## src/rtl/mem_arbiter_pkg.sv

```systemverilog
// Shared types and constants for mem_arbiter and its grant picker.
// ADDR_WIDTH is normally provided by the project; a 32-bit fallback keeps this slice self-contained.
`ifndef ADDR_WIDTH
`define ADDR_WIDTH 32
`endif

package mem_arbiter_pkg;

  localparam int ADDR_W     = `ADDR_WIDTH;
  localparam int LINE_WIDTH = 256;
  localparam int CNT_W      = 4;

  typedef enum logic [1:0] {
    ARB_IDLE = 2'd0,
    ARB_BUSY = 2'd1,
    ARB_RESP = 2'd2
  } arb_state_t;

  typedef enum logic {
    OWN_I = 1'b0,
    OWN_D = 1'b1
  } owner_t;

  function automatic logic [CNT_W-1:0] sat_inc(input logic [CNT_W-1:0] v,
                                               input logic [CNT_W-1:0] lim);
    if (v >= lim) begin
      return lim;
    end else begin
      return v + 4'd1;
    end
  endfunction

endpackage

```

## src/rtl/arb_pick.sv

```systemverilog
// Combinational grant picker: data side wins ties unless fetch has been starved to the limit.
module arb_pick
  import mem_arbiter_pkg::*;
#(
  parameter int STARVE_LIMIT = 4
) (
  input  logic             i_req,
  input  logic             d_req,
  input  logic [CNT_W-1:0] starve_cnt,
  output logic             grant_valid,
  output owner_t           grant_owner
);

  // Pick the owner of the next memory transaction.
  always_comb begin
    grant_valid = i_req | d_req;
    if (i_req && (!d_req || (starve_cnt == CNT_W'(STARVE_LIMIT)))) begin
      grant_owner = OWN_I;
    end else begin
      grant_owner = OWN_D;
    end
  end

endmodule

```

## src/rtl/mem_arbiter.sv

```systemverilog
// mem_arbiter: shares one line-memory port between fetch (i_*) and data (d_*) requesters.
// Define ARB_TIMEOUT_EN to abort a memory op not acked within TIMEOUT cycles (acked with err=1).
module mem_arbiter
  import mem_arbiter_pkg::*;
#(
  parameter int LINE_W       = LINE_WIDTH,
  parameter int STARVE_LIMIT = 4,
  parameter int TIMEOUT      = 64
) (
  input  logic              CLK,
  input  logic              RST,
  input  logic              i_req,
  input  logic [ADDR_W-1:0] i_addr,
  output logic              i_ack,
  output logic [LINE_W-1:0] i_rdata,
  input  logic              d_req,
  input  logic              d_we,
  input  logic [ADDR_W-1:0] d_addr,
  input  logic [LINE_W-1:0] d_wdata,
  output logic              d_ack,
  output logic [LINE_W-1:0] d_rdata,
  output logic              mem_req,
  output logic              mem_we,
  output logic [ADDR_W-1:0] mem_addr,
  output logic [LINE_W-1:0] mem_wdata,
  input  logic              mem_ack,
  input  logic [LINE_W-1:0] mem_rdata,
  output logic              err
);

  arb_state_t        state_q, state_d;
  owner_t            owner_q, owner_d;
  logic              mem_req_q, mem_req_d;
  logic              mem_we_q, mem_we_d;
  logic [ADDR_W-1:0] mem_addr_q, mem_addr_d;
  logic [LINE_W-1:0] mem_wdata_q, mem_wdata_d;
  logic              i_ack_q, i_ack_d;
  logic              d_ack_q, d_ack_d;
  logic [LINE_W-1:0] i_rdata_q, i_rdata_d;
  logic [LINE_W-1:0] d_rdata_q, d_rdata_d;
  logic [CNT_W-1:0]  starve_cnt_q, starve_cnt_d;
  logic              err_q, err_d;
  logic              resp_s;
  logic [LINE_W-1:0] resp_data_s;
  logic              grant_valid;
  owner_t            grant_owner;

`ifdef ARB_TIMEOUT_EN
  localparam int TMO_W = $clog2(TIMEOUT + 1);
  logic [TMO_W-1:0] tmo_q, tmo_d;
`else
  logic unused_timeout_s;
  assign unused_timeout_s = (TIMEOUT != 0);
`endif

  arb_pick #(
    .STARVE_LIMIT(STARVE_LIMIT)
  ) u_pick (
    .i_req      (i_req),
    .d_req      (d_req),
    .starve_cnt (starve_cnt_q),
    .grant_valid(grant_valid),
    .grant_owner(grant_owner)
  );

  // Next-state and next-output computation for the IDLE/BUSY/RESP sequence.
  always_comb begin
    state_d      = state_q;
    owner_d      = owner_q;
    mem_req_d    = mem_req_q;
    mem_we_d     = mem_we_q;
    mem_addr_d   = mem_addr_q;
    mem_wdata_d  = mem_wdata_q;
    i_ack_d      = 1'b0;
    d_ack_d      = 1'b0;
    i_rdata_d    = i_rdata_q;
    d_rdata_d    = d_rdata_q;
    starve_cnt_d = starve_cnt_q;
    err_d        = 1'b0;
    resp_s       = 1'b0;
    resp_data_s  = mem_rdata;
`ifdef ARB_TIMEOUT_EN
    tmo_d        = tmo_q;
`endif
    case (state_q)
      ARB_IDLE: begin
        if (grant_valid) begin
          state_d   = ARB_BUSY;
          owner_d   = grant_owner;
          mem_req_d = 1'b1;
`ifdef ARB_TIMEOUT_EN
          tmo_d     = {TMO_W{1'b0}};
`endif
          if (grant_owner == OWN_I) begin
            mem_we_d     = 1'b0;
            mem_addr_d   = i_addr;
            mem_wdata_d  = {LINE_W{1'b0}};
            starve_cnt_d = {CNT_W{1'b0}};
          end else begin
            mem_we_d    = d_we;
            mem_addr_d  = d_addr;
            mem_wdata_d = d_wdata;
            if (i_req) begin
              starve_cnt_d = sat_inc(starve_cnt_q, CNT_W'(STARVE_LIMIT));
            end else begin
              starve_cnt_d = starve_cnt_q;
            end
          end
        end else begin
          state_d = ARB_IDLE;
        end
      end
      ARB_BUSY: begin
        if (mem_ack) begin
          resp_s      = 1'b1;
          resp_data_s = mem_rdata;
`ifdef ARB_TIMEOUT_EN
        end else if (tmo_q == TMO_W'(TIMEOUT - 1)) begin
          // Abort: the owner is still acked so it never hangs, but sees zero data and err.
          resp_s      = 1'b1;
          resp_data_s = {LINE_W{1'b0}};
          err_d       = 1'b1;
        end else begin
          tmo_d = tmo_q + TMO_W'(1);
`else
        end else begin
          resp_s = 1'b0;
`endif
        end
        if (resp_s) begin
          state_d   = ARB_RESP;
          mem_req_d = 1'b0;
          if (owner_q == OWN_I) begin
            i_ack_d   = 1'b1;
            i_rdata_d = resp_data_s;
          end else begin
            d_ack_d   = 1'b1;
            d_rdata_d = resp_data_s;
          end
        end else begin
          state_d = ARB_BUSY;
        end
      end
      ARB_RESP: begin
        state_d = ARB_IDLE;
      end
      default: begin
        state_d   = ARB_IDLE;
        mem_req_d = 1'b0;
      end
    endcase
  end

  // State and output registers with synchronous reset.
  always_ff @(posedge CLK) begin
    if (RST) begin
      state_q      <= ARB_IDLE;
      owner_q      <= OWN_I;
      mem_req_q    <= 1'b0;
      mem_we_q     <= 1'b0;
      mem_addr_q   <= {ADDR_W{1'b0}};
      mem_wdata_q  <= {LINE_W{1'b0}};
      i_ack_q      <= 1'b0;
      d_ack_q      <= 1'b0;
      i_rdata_q    <= {LINE_W{1'b0}};
      d_rdata_q    <= {LINE_W{1'b0}};
      starve_cnt_q <= {CNT_W{1'b0}};
      err_q        <= 1'b0;
`ifdef ARB_TIMEOUT_EN
      tmo_q        <= {TMO_W{1'b0}};
`endif
    end else begin
      state_q      <= state_d;
      owner_q      <= owner_d;
      mem_req_q    <= mem_req_d;
      mem_we_q     <= mem_we_d;
      mem_addr_q   <= mem_addr_d;
      mem_wdata_q  <= mem_wdata_d;
      i_ack_q      <= i_ack_d;
      d_ack_q      <= d_ack_d;
      i_rdata_q    <= i_rdata_d;
      d_rdata_q    <= d_rdata_d;
      starve_cnt_q <= starve_cnt_d;
      err_q        <= err_d;
`ifdef ARB_TIMEOUT_EN
      tmo_q        <= tmo_d;
`endif
    end
  end

  assign mem_req   = mem_req_q;
  assign mem_we    = mem_we_q;
  assign mem_addr  = mem_addr_q;
  assign mem_wdata = mem_wdata_q;
  assign i_ack     = i_ack_q;
  assign d_ack     = d_ack_q;
  assign i_rdata   = i_rdata_q;
  assign d_rdata   = d_rdata_q;
  assign err       = err_q;

endmodule

```

## config.mk

```make
export PLATFORM = sky130hd
export DESIGN_NAME = mem_arbiter
export DESIGN_NICKNAME = d
export VERILOG_FILES = /design/src/rtl/mem_arbiter_pkg.sv /design/src/rtl/arb_pick.sv /design/src/rtl/mem_arbiter.sv
export SDC_FILE = /design/constraint.sdc
export NUM_CORES = 2
export LEC_CHECK = 0
export ABC_AREA = 1
export CORE_AREA = 2 2 542 544
export CTS_CLUSTER_SIZE = 25
export DETAILED_ROUTE_END_ITERATION = 10
export DIE_AREA = 0 0 544 546
export GPL_TIMING_DRIVEN = 0
export HOLD_SLACK_MARGIN = 0.08
export SKIP_CTS_REPAIR_TIMING = 1
export SYNTH_ARGS = -nofsm -noshare
export SYNTH_HDL_FRONTEND = slang
export SYNTH_SLANG_ARGS = --single-unit
```

## constraint.sdc

```tcl
create_clock -name CLK -period 1.7 [get_ports CLK]
set_input_delay 0.34 -clock CLK [delete_from_list [all_inputs] [get_ports CLK]]
set_output_delay 0.34 -clock CLK [all_outputs]
set_load 0.005 [all_outputs]
```

==> flow_metrics.env <==
export IMPL_clockRootBuffer="clkbuf_16"
export IMPL_setup_viol=739
export IMPL_yosysMostFrequentCell="nor2_1"
export IMPL_worstMarginPinSlew_ns=1.26
export IMPL_gr_total_overflow=0
export IMPL_gp_congestion=0.994
export IMPL_drc_errors=0
export IMPL_clkLatencyLatePin_ns=0.82
export IMPL_syn_to_final_growth_pct=96.3
export IMPL_port_buffers=1384
export IMPL_required_ns=1.36
export IMPL_worst_slack_ns=-0.331
export IMPL_hpwlAfterDp_mm=238
export IMPL_syn_nets=4280
export IMPL_setup_tns_final_ns=-100.76
export IMPL_antenna_found_initial=169
export IMPL_critical_path_top_delay_family="buffers and inverters"
export IMPL_synth_distinct_cells=19
export IMPL_drive_gt1_share_pct=21.8
export IMPL_yosysTopAreaCell="dfxtp_1"
export IMPL_peakVddDrop_mv=0.894
export IMPL_crit_buf_inv=1
export IMPL_grt_max_degree=15
export IMPL_rows=199
export IMPL_first_pass_iters=5
export IMPL_slowest_stage="clkdlybuf4s50_1"
export IMPL_finalWirelength_mm=280
export IMPL_wl_per_cell_um=30.0
export IMPL_cp_arrival_ns=1.69
export IMPL_min_period_ns=2.03
export IMPL_power_total_mw=55.5
export IMPL_cts_tree="yes"
export IMPL_drv_slew=0
export IMPL_core_sq_um=292000
export IMPL_async_flop_share_pct=0
export IMPL_cts_clk_slew_worst_paths_ns=0.06
export IMPL_worstHoldPathCells=3
export IMPL_synth_warnings=0
export IMPL_slew_headroom_pct=15.9
export IMPL_fin_skew_ns=0.0491
export IMPL_violations="setup timing"
export IMPL_syn_area_sq_um=28800
export IMPL_grt_pass1_vias=31200
export IMPL_synth_seq_cells=811
export IMPL_vias=34100
export IMPL_synth_top_area_share_pct=56.5
export IMPL_clk_path_buf_depth=4
export IMPL_synth_commonest_cells="nor2_1, dfxtp_1, o21ai_0, nand2_1, nand3_1"
export IMPL_ant_nets=0
export IMPL_crit_path_max_fanout=2
export IMPL_path_cells="clkdlybuf4s50_1"
export IMPL_clock_sinks=811
export IMPL_hold_viol=0
export IMPL_powerDensity_nw_per_um2=984
export IMPL_r2r_cells=11
export IMPL_p_leak_nw=27.4
export IMPL_start_util_pct=9.84
export IMPL_synth_area_leaders="dfxtp_1, nor2_1, o21ai_0"
export IMPL_io_pins=1387
export IMPL_avgSynthCellArea_sq_um=7.78
export IMPL_numCtsBuffers=102
export IMPL_synth_ff_type="dfxtp_1"
export IMPL_nets=5843
export IMPL_synth_edf_count=0
export IMPL_cp_start_kind="flop"
export IMPL_die_x_um=544
export IMPL_critPathMaxStageDelay_ns=0.55
export IMPL_rsz0062_at_grt="yes"
export IMPL_max_cap_violations=0
export IMPL_hp_class="input pin to flop"
export IMPL_grt_usage_pct=17.7
export IMPL_synth_cells=3696
export IMPL_initialDrtViolationCount=2899
export IMPL_min_period_over_period_pct=119
export IMPL_fmax_ghz=0.492
export IMPL_die_h_um=546
export IMPL_via_per_inst=3.65
export IMPL_cp_end_kind="output port"
export IMPL_grt_pass1_wl_mm=340
export IMPL_yosysSeqAreaShare_pct=56.5
export IMPL_status="complete, but fails checks"
export IMPL_path_depth=1
export IMPL_worstSetupPathType="flop to output port"
export IMPL_cts_htree_levels=3
export IMPL_die_area_sq_um=297000
-- logic make-up (layout without fill, tap and decap cells) --
logic type	after synthesis	after routing	share of synthesized area, %
AO/OA/AOI/OAI	778	778	13.6
buffers and inverters	349	1990	5.44
AND/OR/NAND/NOR	1755	1755	24.4
adder cells (fa/ha/maj)	2	2	0.0870
other	1	88	0.0130
flip-flops	811	811	56.5
-- where the power goes --
group,leakage (nW),internal [mW],switching (mW)
Combinational,19.0,4.77,5.89
Clock,1.74,14.1,9.74
Sequential,6.71,20.2,0.831
Total,27.4,39.1,16.5
-- final cells by class --
class,instances,area [sq um]
fill,32500,236000
inverter,45,196
buffer,302,2570
sequential,811,16600
tap,3919,4900
multi-input combinational,2536,12100
timing repair buffer,1461,16300
antenna,87,218
clock buffer,132,2870
clock inverter,50,703
-- worst register-to-register path, stage by stage (launching register included) --
cell and delay [ns]:
dfxtp_4 0.37, inv_4 0.04, nor2_4 0.14, buf_6 0.12, nand2_4 0.04, nor2_4 0.13
buf_12 0.14, inv_12 0.07, buf_16 0.18, clkbuf_16 0.23, nor2_4 0.26, nor2_1 0.10
-- state kept, by name, indices dropped and copies added (netlist names) --
register / cells
owner_q: 1
starve_cnt_q: 4
d_ack: 1
mem_addr: 32
i_rdata: 256
mem_we: 1
i_ack: 1
mem_wdata: 256
state_q: 2
d_rdata: 256
mem_req: 1
-- per-layer routing --
layer / part of all wire [%] / GRT usage (%)
met4: 5.3 / 6.98
met3: 15 / 10.3
met1: 39 / 20.6
met5: 0.26 / 0
met2: 41 / 26.3
-- placed cells by master, fill, tap and decap left out, types with 60 or more instances in the layout --
| cell | synthesis | layout |
|---|---|---|
| dlymetal6s2s_1 | 0 | 395 |
| diode_2 | 0 | 87 |
| o21ai_0 | 441 | 228 |
| clkbuf_16 | 0 | 127 |
| clkdlybuf4s50_1 | 0 | 795 |
| a21oi_1 | 263 | 256 |
| nor2_1 | 1093 | 1037 |
| nand3_1 | 324 | 306 |
| dfxtp_1 | 811 | 606 |
| o21ai_2 | 0 | 136 |
| clkbuf_1 | 132 | 60 |
| dfxtp_2 | 0 | 180 |
| buf_6 | 0 | 144 |
| o21ai_1 | 73 | 143 |
| clkbuf_2 | 0 | 97 |
| buf_12 | 0 | 62 |
| nand2_1 | 333 | 304 |
-- path summary, 6_finish.rpt --
check	to	slack, ns	startpoint
worst max-delay path	mem_wdata[152]	-0.33	mem_wdata[152]
worst min-delay path	mem_wdata[223]	0.11	d_wdata[223]
worst max register to register	d_rdata[33]	-0.22	state_q[0]
worst min register to register	mem_wdata[180]	0.46	mem_wdata[180]
-- metrics by stage --
step	setup slack [ns]	utilization, %	hold WS (ns)	instance area (sq um)	std cells
finish	-0.331	19.3	0.113	56400	9343
global route	-0.383	19.3	0.0809	56300	9293
CTS	-1.13	17.5	0.0116	51100	9182
detailed placement	-1.75	16.3	0.451	47500	9000
global placement	-2.78	16.3	0.450	47500	8999
floorplan	0.258	-	0.436	28800	3696
No activity file was read; power rests on OpenSTA's default activity.
